[config.mk]
export PLATFORM = sky130hd
export DESIGN_NAME = hazard_ctrl_flat
export DESIGN_NICKNAME = d
export VERILOG_FILES = /design/src/rtl/hazard_ctrl_if.sv /design/src/rtl/hazard_ctrl.sv /design/src/flat_wrapper.sv
export SDC_FILE = /design/constraint.sdc
export NUM_CORES = 1
export LEC_CHECK = 0
export CORE_MARGIN = 5
export CORE_UTILIZATION = 46
export CTS_CLUSTER_DIAMETER = 120
export DETAILED_ROUTE_END_ITERATION = 10
export GPL_TIMING_DRIVEN = 0
export PLACE_DENSITY = 0.79
export RECOVER_POWER = 100
export SLEW_MARGIN = 25
export SYNTH_ARGS = -nofsm -noshare
export SYNTH_HDL_FRONTEND = slang
export SYNTH_SLANG_ARGS = --single-unit
[constraint.sdc]
create_clock -name clk -period 2.1 [get_ports clk]
set_clock_uncertainty 0.05 [all_clocks]
set_input_delay 0.315 -clock clk [delete_from_list [all_inputs] [get_ports clk]]
set_output_delay 0.315 -clock clk [all_outputs]
set_load 0.03 [all_outputs]
[src/rtl/hazard_ctrl_if.sv]
// Signal bundle between the pipeline datapath and the hazard controller.
// master drives the ID/EX hazard inputs; slave is the controller itself.
interface hazard_ctrl_if;
  logic [4:0]  i_id_rs;
  logic [4:0]  i_id_rt;
  logic        i_id_use_rt;
  logic [4:0]  i_ex_rd;
  logic        i_ex_GPRWr;
  logic        i_ex_lw;
  logic        i_flush;
  logic        o_pc_wr;
  logic        o_ifid_wr;
  logic        o_idex_bubble;
  logic [1:0]  o_fwdA;
  logic [1:0]  o_fwdB;
  logic [15:0] o_stall_cnt;

  modport master (
    output i_id_rs, i_id_rt, i_id_use_rt, i_ex_rd, i_ex_GPRWr, i_ex_lw, i_flush,
    input  o_pc_wr, o_ifid_wr, o_idex_bubble, o_fwdA, o_fwdB, o_stall_cnt
  );

  modport slave (
    input  i_id_rs, i_id_rt, i_id_use_rt, i_ex_rd, i_ex_GPRWr, i_ex_lw, i_flush,
    output o_pc_wr, o_ifid_wr, o_idex_bubble, o_fwdA, o_fwdB, o_stall_cnt
  );
endinterface

[src/rtl/hazard_ctrl.sv]
// Load-use stall, flush bubbling and registered forward-select generation
// for a five-stage pipeline.
module hazard_ctrl (
  input  logic          clk,
  input  logic          rst,
  hazard_ctrl_if.slave  bus
);

  typedef enum logic [0:0] {StRun, StBubble} state_e;

  state_e      r_state;
  state_e      w_state_nxt;
  logic [4:0]  r_mem_rd;
  logic        r_mem_wr;
  logic [4:0]  r_wb_rd;
  logic        r_wb_wr;
  logic [1:0]  r_fwd_a;
  logic [1:0]  r_fwd_b;
  logic [15:0] r_stall_cnt;
  logic        w_luh;
  logic        w_pc_wr;
  logic        w_ifid_wr;
  logic        w_bubble;
  logic        w_stall;
  logic        w_unused_wb;

  // EX/MEM result beats MEM/WB; a load still in EX has no result yet.
  function automatic logic [1:0] fwd_sel(input logic [4:0] src, input logic [4:0] ex_rd,
                                         input logic ex_wr, input logic ex_lw,
                                         input logic [4:0] mem_rd, input logic mem_wr);
    if (ex_wr && (ex_rd != 5'd0) && (ex_rd == src) && !ex_lw) begin
      return 2'b01;
    end else if (mem_wr && (mem_rd != 5'd0) && (mem_rd == src)) begin
      return 2'b10;
    end
    return 2'b00;
  endfunction

  assign w_luh = bus.i_ex_lw & bus.i_ex_GPRWr & (bus.i_ex_rd != 5'd0) &
                 ((bus.i_ex_rd == bus.i_id_rs) |
                  (bus.i_id_use_rt & (bus.i_ex_rd == bus.i_id_rt)));

  always_comb begin
    w_state_nxt = r_state;
    w_pc_wr     = 1'b1;
    w_ifid_wr   = 1'b1;
    w_bubble    = 1'b0;
    w_stall     = 1'b0;
    if (!rst) begin
      if (bus.i_flush) begin
        w_bubble    = 1'b1;
        w_state_nxt = StRun;
      end else begin
        unique case (r_state)
          StRun: begin
            if (w_luh) begin
              w_pc_wr     = 1'b0;
              w_ifid_wr   = 1'b0;
              w_bubble    = 1'b1;
              w_stall     = 1'b1;
              w_state_nxt = StBubble;
            end
          end
          StBubble: w_state_nxt = StRun;
          default:  w_state_nxt = StRun;
        endcase
      end
    end
  end

  always_ff @(posedge clk) begin
    if (rst) begin
      r_state     <= StRun;
      r_mem_rd    <= 5'd0;
      r_mem_wr    <= 1'b0;
      r_wb_rd     <= 5'd0;
      r_wb_wr     <= 1'b0;
      r_fwd_a     <= 2'b00;
      r_fwd_b     <= 2'b00;
      r_stall_cnt <= 16'd0;
    end else begin
      r_state  <= w_state_nxt;
      r_mem_rd <= bus.i_ex_rd;
      r_mem_wr <= bus.i_ex_GPRWr;
      r_wb_rd  <= r_mem_rd;
      r_wb_wr  <= r_mem_wr;
      if (w_bubble) begin
        r_fwd_a <= 2'b00;
        r_fwd_b <= 2'b00;
      end else begin
        r_fwd_a <= fwd_sel(bus.i_id_rs, bus.i_ex_rd, bus.i_ex_GPRWr, bus.i_ex_lw,
                           r_mem_rd, r_mem_wr);
        r_fwd_b <= bus.i_id_use_rt ?
                   fwd_sel(bus.i_id_rt, bus.i_ex_rd, bus.i_ex_GPRWr, bus.i_ex_lw,
                           r_mem_rd, r_mem_wr) : 2'b00;
      end
      if (w_stall && (r_stall_cnt != 16'hFFFF)) begin
        r_stall_cnt <= r_stall_cnt + 16'd1;
      end
    end
  end

  // WB stage is tracked but never a forward source: the regfile writes before it reads.
  assign w_unused_wb = ^{r_wb_rd, r_wb_wr};

  assign bus.o_pc_wr       = w_pc_wr;
  assign bus.o_ifid_wr     = w_ifid_wr;
  assign bus.o_idex_bubble = w_bubble;
  assign bus.o_fwdA        = r_fwd_a;
  assign bus.o_fwdB        = r_fwd_b;
  assign bus.o_stall_cnt   = r_stall_cnt;

endmodule

[src/flat_wrapper.sv]
// flat-port wrapper written by rule: the top's interface ports become plain ports
module hazard_ctrl_flat 
  (clk, rst, bus_i_id_rs, bus_i_id_rt, bus_i_id_use_rt, bus_i_ex_rd, bus_i_ex_GPRWr, bus_i_ex_lw, bus_i_flush, bus_o_pc_wr, bus_o_ifid_wr, bus_o_idex_bubble, bus_o_fwdA, bus_o_fwdB, bus_o_stall_cnt);
  hazard_ctrl_if bus_i ();
  input  logic clk;
  input  logic rst;
  input wire logic [$bits(bus_i.i_id_rs)-1:0] bus_i_id_rs;
  input wire logic [$bits(bus_i.i_id_rt)-1:0] bus_i_id_rt;
  input wire logic [$bits(bus_i.i_id_use_rt)-1:0] bus_i_id_use_rt;
  input wire logic [$bits(bus_i.i_ex_rd)-1:0] bus_i_ex_rd;
  input wire logic [$bits(bus_i.i_ex_GPRWr)-1:0] bus_i_ex_GPRWr;
  input wire logic [$bits(bus_i.i_ex_lw)-1:0] bus_i_ex_lw;
  input wire logic [$bits(bus_i.i_flush)-1:0] bus_i_flush;
  output wire logic [$bits(bus_i.o_pc_wr)-1:0] bus_o_pc_wr;
  output wire logic [$bits(bus_i.o_ifid_wr)-1:0] bus_o_ifid_wr;
  output wire logic [$bits(bus_i.o_idex_bubble)-1:0] bus_o_idex_bubble;
  output wire logic [$bits(bus_i.o_fwdA)-1:0] bus_o_fwdA;
  output wire logic [$bits(bus_i.o_fwdB)-1:0] bus_o_fwdB;
  output wire logic [$bits(bus_i.o_stall_cnt)-1:0] bus_o_stall_cnt;
  assign bus_i.i_id_rs = bus_i_id_rs;
  assign bus_i.i_id_rt = bus_i_id_rt;
  assign bus_i.i_id_use_rt = bus_i_id_use_rt;
  assign bus_i.i_ex_rd = bus_i_ex_rd;
  assign bus_i.i_ex_GPRWr = bus_i_ex_GPRWr;
  assign bus_i.i_ex_lw = bus_i_ex_lw;
  assign bus_i.i_flush = bus_i_flush;
  assign bus_o_pc_wr = bus_i.o_pc_wr;
  assign bus_o_ifid_wr = bus_i.o_ifid_wr;
  assign bus_o_idex_bubble = bus_i.o_idex_bubble;
  assign bus_o_fwdA = bus_i.o_fwdA;
  assign bus_o_fwdB = bus_i.o_fwdB;
  assign bus_o_stall_cnt = bus_i.o_stall_cnt;
  hazard_ctrl u_core (.clk(clk), .rst(rst), .bus(bus_i));
endmodule
Word level (Yosys, flattened, before mapping)
Index checks and enable logic that the tools add are counted.
- logic and storage cells: 63
- input bits: 21
- register bits: 27
- reduce and logical (&&, ||, !) cells: 17
- eq/ne operators: 5
- add/sub/neg operators: 1
- bitwise operators: 9
- mux-type cells: 23
- operators with widths (cell ; number):
    equality test 5 bit ; 4
    2-to-1 mux 1 bit ; 20
    adder 16 x 1 -> 16 bit, second input constant ; 1
    inequality test 16 bit, second input constant ; 1
    nonzero test 5 bit ; 2
    logical AND 1 bit ; 9
    OR reduction 4 bit ; 2
    OR reduction 5 bit ; 1
    AND 1 bit ; 4
    2-to-1 mux 2 bit ; 2
    NOT 1 bit ; 4
    OR reduction 3 bit ; 1
    one-hot mux 1 bit (2 select lines) ; 1
    OR reduction 2 bit ; 1
    zero test 1 bit ; 1
    OR 1 bit ; 1

Logic depth before layout (Yosys ltp)
- depth in word-level cells: 12
- depth in mapped cells: 8

Worst setup path before layout
No wires, ideal clock.
- path kind: input to output
- start point: input bus_i_ex_rd[0]
- end point: output bus_o_pc_wr
- arrival time: 1.792 ns
- stages on the path: 7
- setup slack: -0.057 ns
- buffers on the path: 2
- cells stage by stage: or4_1 -> o21ai_2 -> o21bai_2 -> buf_6 -> nor2_1 -> inv_1 -> buf_4
- word-level cells in the longest chain between the ends: 8
- elaborated cells on any way between the ends: 11
- ends and longest elaborated chain (item ; RTL line ; source):
    from (decl) ; flat_wrapper.sv:10 ; input wire logic [$bits(bus_i.i_ex_rd)-1:0] bus_i_ex_rd;
    equality test 5 bit ; hazard_ctrl.sv:41 ; (bus.i_id_use_rt & (bus.i_ex_rd == bus.i_id_rt)));
    AND 1 bit ; hazard_ctrl.sv:41 ;
    OR 1 bit ; hazard_ctrl.sv:40 ; ((bus.i_ex_rd == bus.i_id_rs) |
    AND 1 bit (*) ; hazard_ctrl.sv:39 ; assign w_luh = bus.i_ex_lw & bus.i_ex_GPRWr & (bus.i_ex_rd != 5'd0) &
    2-to-1 mux 1 bit (*) (4 in a row) ; - ;
    to (decl) ; flat_wrapper.sv:14 ; output wire logic [$bits(bus_i.o_pc_wr)-1:0] bus_o_pc_wr;
Mark *: on every way between the ends. The rest lies on a longest branch, timed or not.

Worst setup path in the final report
- start point: input bus_i_id_use_rt
- end point: output bus_o_pc_wr
- word-level cells in the longest chain between the ends: 7
- ends and longest elaborated chain (item ; RTL line ; source):
    from (decl) ; flat_wrapper.sv:9 ; input wire logic [$bits(bus_i.i_id_use_rt)-1:0] bus_i_id_use_rt;
    AND 1 bit ; hazard_ctrl.sv:41 ;
    OR 1 bit ; hazard_ctrl.sv:40 ;
    AND 1 bit ; hazard_ctrl.sv:39 ;
    2-to-1 mux 1 bit ; hazard_ctrl.sv:56 ; if (w_luh) begin
    2-to-1 mux 1 bit ; hazard_ctrl.sv:54 ; unique case (r_state)
    2-to-1 mux 1 bit ; hazard_ctrl.sv:50 ; if (bus.i_flush) begin
    2-to-1 mux 1 bit ; hazard_ctrl.sv:49 ; if (!rst) begin
Every way passes these cells.

==> results by group <==
Synth
  – Most instantiated library cell after synthesis: dfxtp_1
  – Synth cell count leaders: dfxtp_1, nor2_1, xnor2_1
  – Sequential fraction of the synthesis area: 37.1%
  – Synth warn: 0
  – Post-synth cell types: 37
  – Top_reg_cell synth: dfxtp_1
  – Average footprint of a synthesized cell: 8.82 um2
  – Cells after Synth: 165
  – FF+latch count, synth: 27
  – EDFF count, synth: 0
  – Net Count, Synth: 187
  – Area fraction of the dominant cell type after synthesis: 37.1%
  – Ys async rst share: 0%
  – Yosys top cell by area: dfxtp_1
  – Synthesized cell area: 1460 um2
  – Dominant cells by area after synthesis: dfxtp_1, xnor2_1, xor2_1

Clock tree
  – Max clock buf depth: 2
  – H-tree depth: 1
  – Clock-pin slew on the worst setup and hold paths: 150 ps
  – CTS Buf Count: 3
  – Clock Latency Late Sink: 330 ps
  – CTS tree: done
  – Clock Tree Root: clkbuf_4
  – Clock Sink Count: 27

Critical path
  – Levels on crit path: 9
  – Setup slack, reg-to-reg: 160 ps
  – Crit path cell chain: clkdlybuf4s50_1, nand3_1, nor2_4, o21bai_4, buf_6, nor2_4, inv_2, buf_4, buf_6
  – Data arrival time of the critical path: 1720 ps
  – Critical path class: in2out
  – CP Launch Type: primary input
  – FF-to-FF path depth: 7
  – Critical path capture point type: primary output
  – Critical Path Sink: bus_o_pc_wr
  – Critical path's slowest cell: clkdlybuf4s50_1
  – CP bufs+invs: 5
  – Critical Path Fanout Max: 4
  – R2r endpoint: u_core.bus.o_stall_cnt[1]$_SDFFE_PP0P_
  – CP delay by family, top: buffers and inverters
  – Crit path launch: bus_i_id_use_rt
  – CP max stage delay: 490 ps
  – Worst reg2reg path startpoint: u_core.bus.o_stall_cnt[7]$_SDFFE_PP0P_
  – Worst Path Required: 1740 ps

STA
  – Crit share post-route: 99.3%
  – Worst-Margin Slew: 327 ps
  – Max Clock Freq: 480 MHz
  – Slew headroom: 78.1%
  – Tmin final: 2090 ps
  – Setup TNS: 0 ps
  – RSZ-0062 raised after global routing: yes
  – Final Hold Viols: 0
  – Final setup fails: 0
  – Count of pins over their slew limit: 0

Power
  – Pwr Total: 0.893 mW
  – PD cells: 435 nW/um2
  – Leakage: 0.730 nW
  – Worst ir drop on vdd: 0.237 mV

Detailed routing
  – Post-route DRC: 0
  – Routed Antenna Nets: 0
  – Via density: 5.49
  – Post-DR wirelength/cell: 14.5 um
  – WL final: 3830 um
  – DRT iter0 DRCs: 81
  – Drt pass-1 iters: 4
  – Via count: 1444

Floorplanning
  – IO Count: 44
  – Number of placement rows: 20
  – DIE AREA: 4390 um2
  – Die width: 66.2 um
  – Core Area: 3050 um2
  – Die Ht: 66.2 um
  – Initial Utilization: 47.7%

Global routing
  – Vias in the first global route: 1449
  – Global Route met1 Usage: 21.9%
  – Largest net degree at the start of global routing: 16
  – Grt met2 use: 32.0%
  – First-pass GRT wire length: 6310 um
  – Tot GR Track Use: 18.2%
  – Initial antenna violation count: 0
  – Total grt overflow: 0
  – Met3 usage: 3.57%
  – GRT Max-Usage Layer: met2

Placement
  – I/O Buffers: 43
  – Placed cells: 252
  – Post-DP HPWL: 2880 um
  – DP Area: 1940 um2
  – GP Congestion: 0.859

Finish
  – Final core occ: 67.3%
  – Fin nets: 242
  – Inserted Diodes: 0
  – Final instance area: 2050 um2
  – Layout cells sized above 1: 19.6%
  – Non-Filler Instances: 263
  – Fill count: 258
  – Syn-to-layout area delta: 41.1%

Min path
  – Worst Hold Class: in2reg

Outcome
  – Status: completed

Job
  – Number of max-cap violations: 0
==> layer usage <==
layer / wire length, um / part of all wire, %
met3: 171 / 4.5
met5: 0 / 0
met1: 1690 / 44
met4: 51 / 1.3
met2: 1910 / 50
==> layout by cell type (no fill, tap or decap), types with 3 or more instances in the layout <==
cell | netlist | layout
nand4_1 | 5 | 5
clkdlybuf4s50_1 | 0 | 22
or4_1 | 7 | 6
a21oi_1 | 9 | 8
nand2_1 | 10 | 10
clkbuf_4 | 0 | 4
nor3_1 | 3 | 3
dlygate4sd2_1 | 0 | 12
xor2_1 | 10 | 10
nand3_1 | 10 | 10
nor2_1 | 14 | 12
nor2b_1 | 8 | 8
dfxtp_1 | 27 | 26
o21ai_0 | 4 | 4
xnor2_1 | 11 | 9
or3_1 | 4 | 4
o31ai_1 | 7 | 7
inv_1 | 5 | 4
buf_4 | 2 | 12
==> registers in the layout, indices dropped and copies added (netlist names) <==
register                cells
u_core.bus.o_fwdA           2
u_core.bus.o_fwdB           2
u_core.bus.o_stall_cnt     16
u_core.r_mem_rd             5
u_core.r_mem_wr             1
u_core.r_state              1
==> cells by family (layout without fill, tap and decap cells) <==
| logic type | Yosys count | in the layout | share of synthesized area, % |
|---|---|---|---|
| muxes | 3 | 3 | 2.49 |
| and+or+nand+nor | 72 | 72 | 28.4 |
| xor gates and xnor gates | 21 | 21 | 12.6 |
| AOI/OAI and AO/OA | 31 | 31 | 14.9 |
| DFF | 27 | 27 | 37.1 |
| buffers and inverters | 10 | 64 | 3.61 |
| adders and majority gates | 1 | 1 | 0.860 |
==> stage by stage <==
stage / setup slack [ps] / hold slack [ps]
after floorplan: 48.3 / 381
after global placement: -1070 / 393
after detailed placement: -1110 / 406
after CTS: 2.77 / 194
after global routing: -55.5 / 209
final: 14.9 / 186
==> worst min-delay path by stage <==
stage | from | end | slack (ps) | cells after the start
3_3_place_gp | u_core.r_mem_wr$_SDFF_PP0_ | u_core.bus.o_fwdB[1]$_SDFF_PP0_ | 390 | 2
2_1_floorplan | u_core.r_mem_wr$_SDFF_PP0_ | u_core.bus.o_fwdB[1]$_SDFF_PP0_ | 380 | 2
5_1_grt | bus_i_ex_rd[2] | u_core.r_mem_rd[2]$_SDFF_PP0_ | 210 | 2
3_5_place_dp | u_core.r_mem_wr$_SDFF_PP0_ | u_core.bus.o_fwdA[1]$_SDFF_PP0_ | 410 | 2
6_report | bus_i_ex_rd[2] | u_core.r_mem_rd[2]$_SDFF_PP0_ | 190 | 2
4_1_cts | bus_i_ex_rd[2] | u_core.r_mem_rd[2]$_SDFF_PP0_ | 190 | 2
==> where the power goes <==
| group | leakage (nW) | internal (mW) | total [mW] | switching [mW] |
|---|---|---|---|---|
| clock | 0.0177 | 0.0715 | 0.226 | 0.155 |
| sequential | 0.220 | 0.519 | 0.525 | 0.00633 |
| combinational | 0.493 | 0.0687 | 0.141 | 0.0722 |
| total | 0.730 | 0.659 | 0.893 | 0.233 |
==> area by class of cell <==
cell class	instances	area (um2)	share of cell area, %
Multi-Input combinational cell	128	921	44.9
Inverter	5	18.8	0.914
Buffer	5	38.8	1.89
Sequential cell	27	542	26.4
Timing Repair Buffer	50	450	21.9
Tap cell	44	55.1	2.68
Clock buffer	3	22.5	1.10
Clock inverter	1	5.00	0.244
==> timing repair <==
item,in CTS,in global routing
hold buffers,0,0
buffers inserted,7,0
endpoints found under the setup margin,7,12
pin swaps,9,3
gates resized for setup,58,9
No activity file was read; power rests on OpenSTA's default activity.
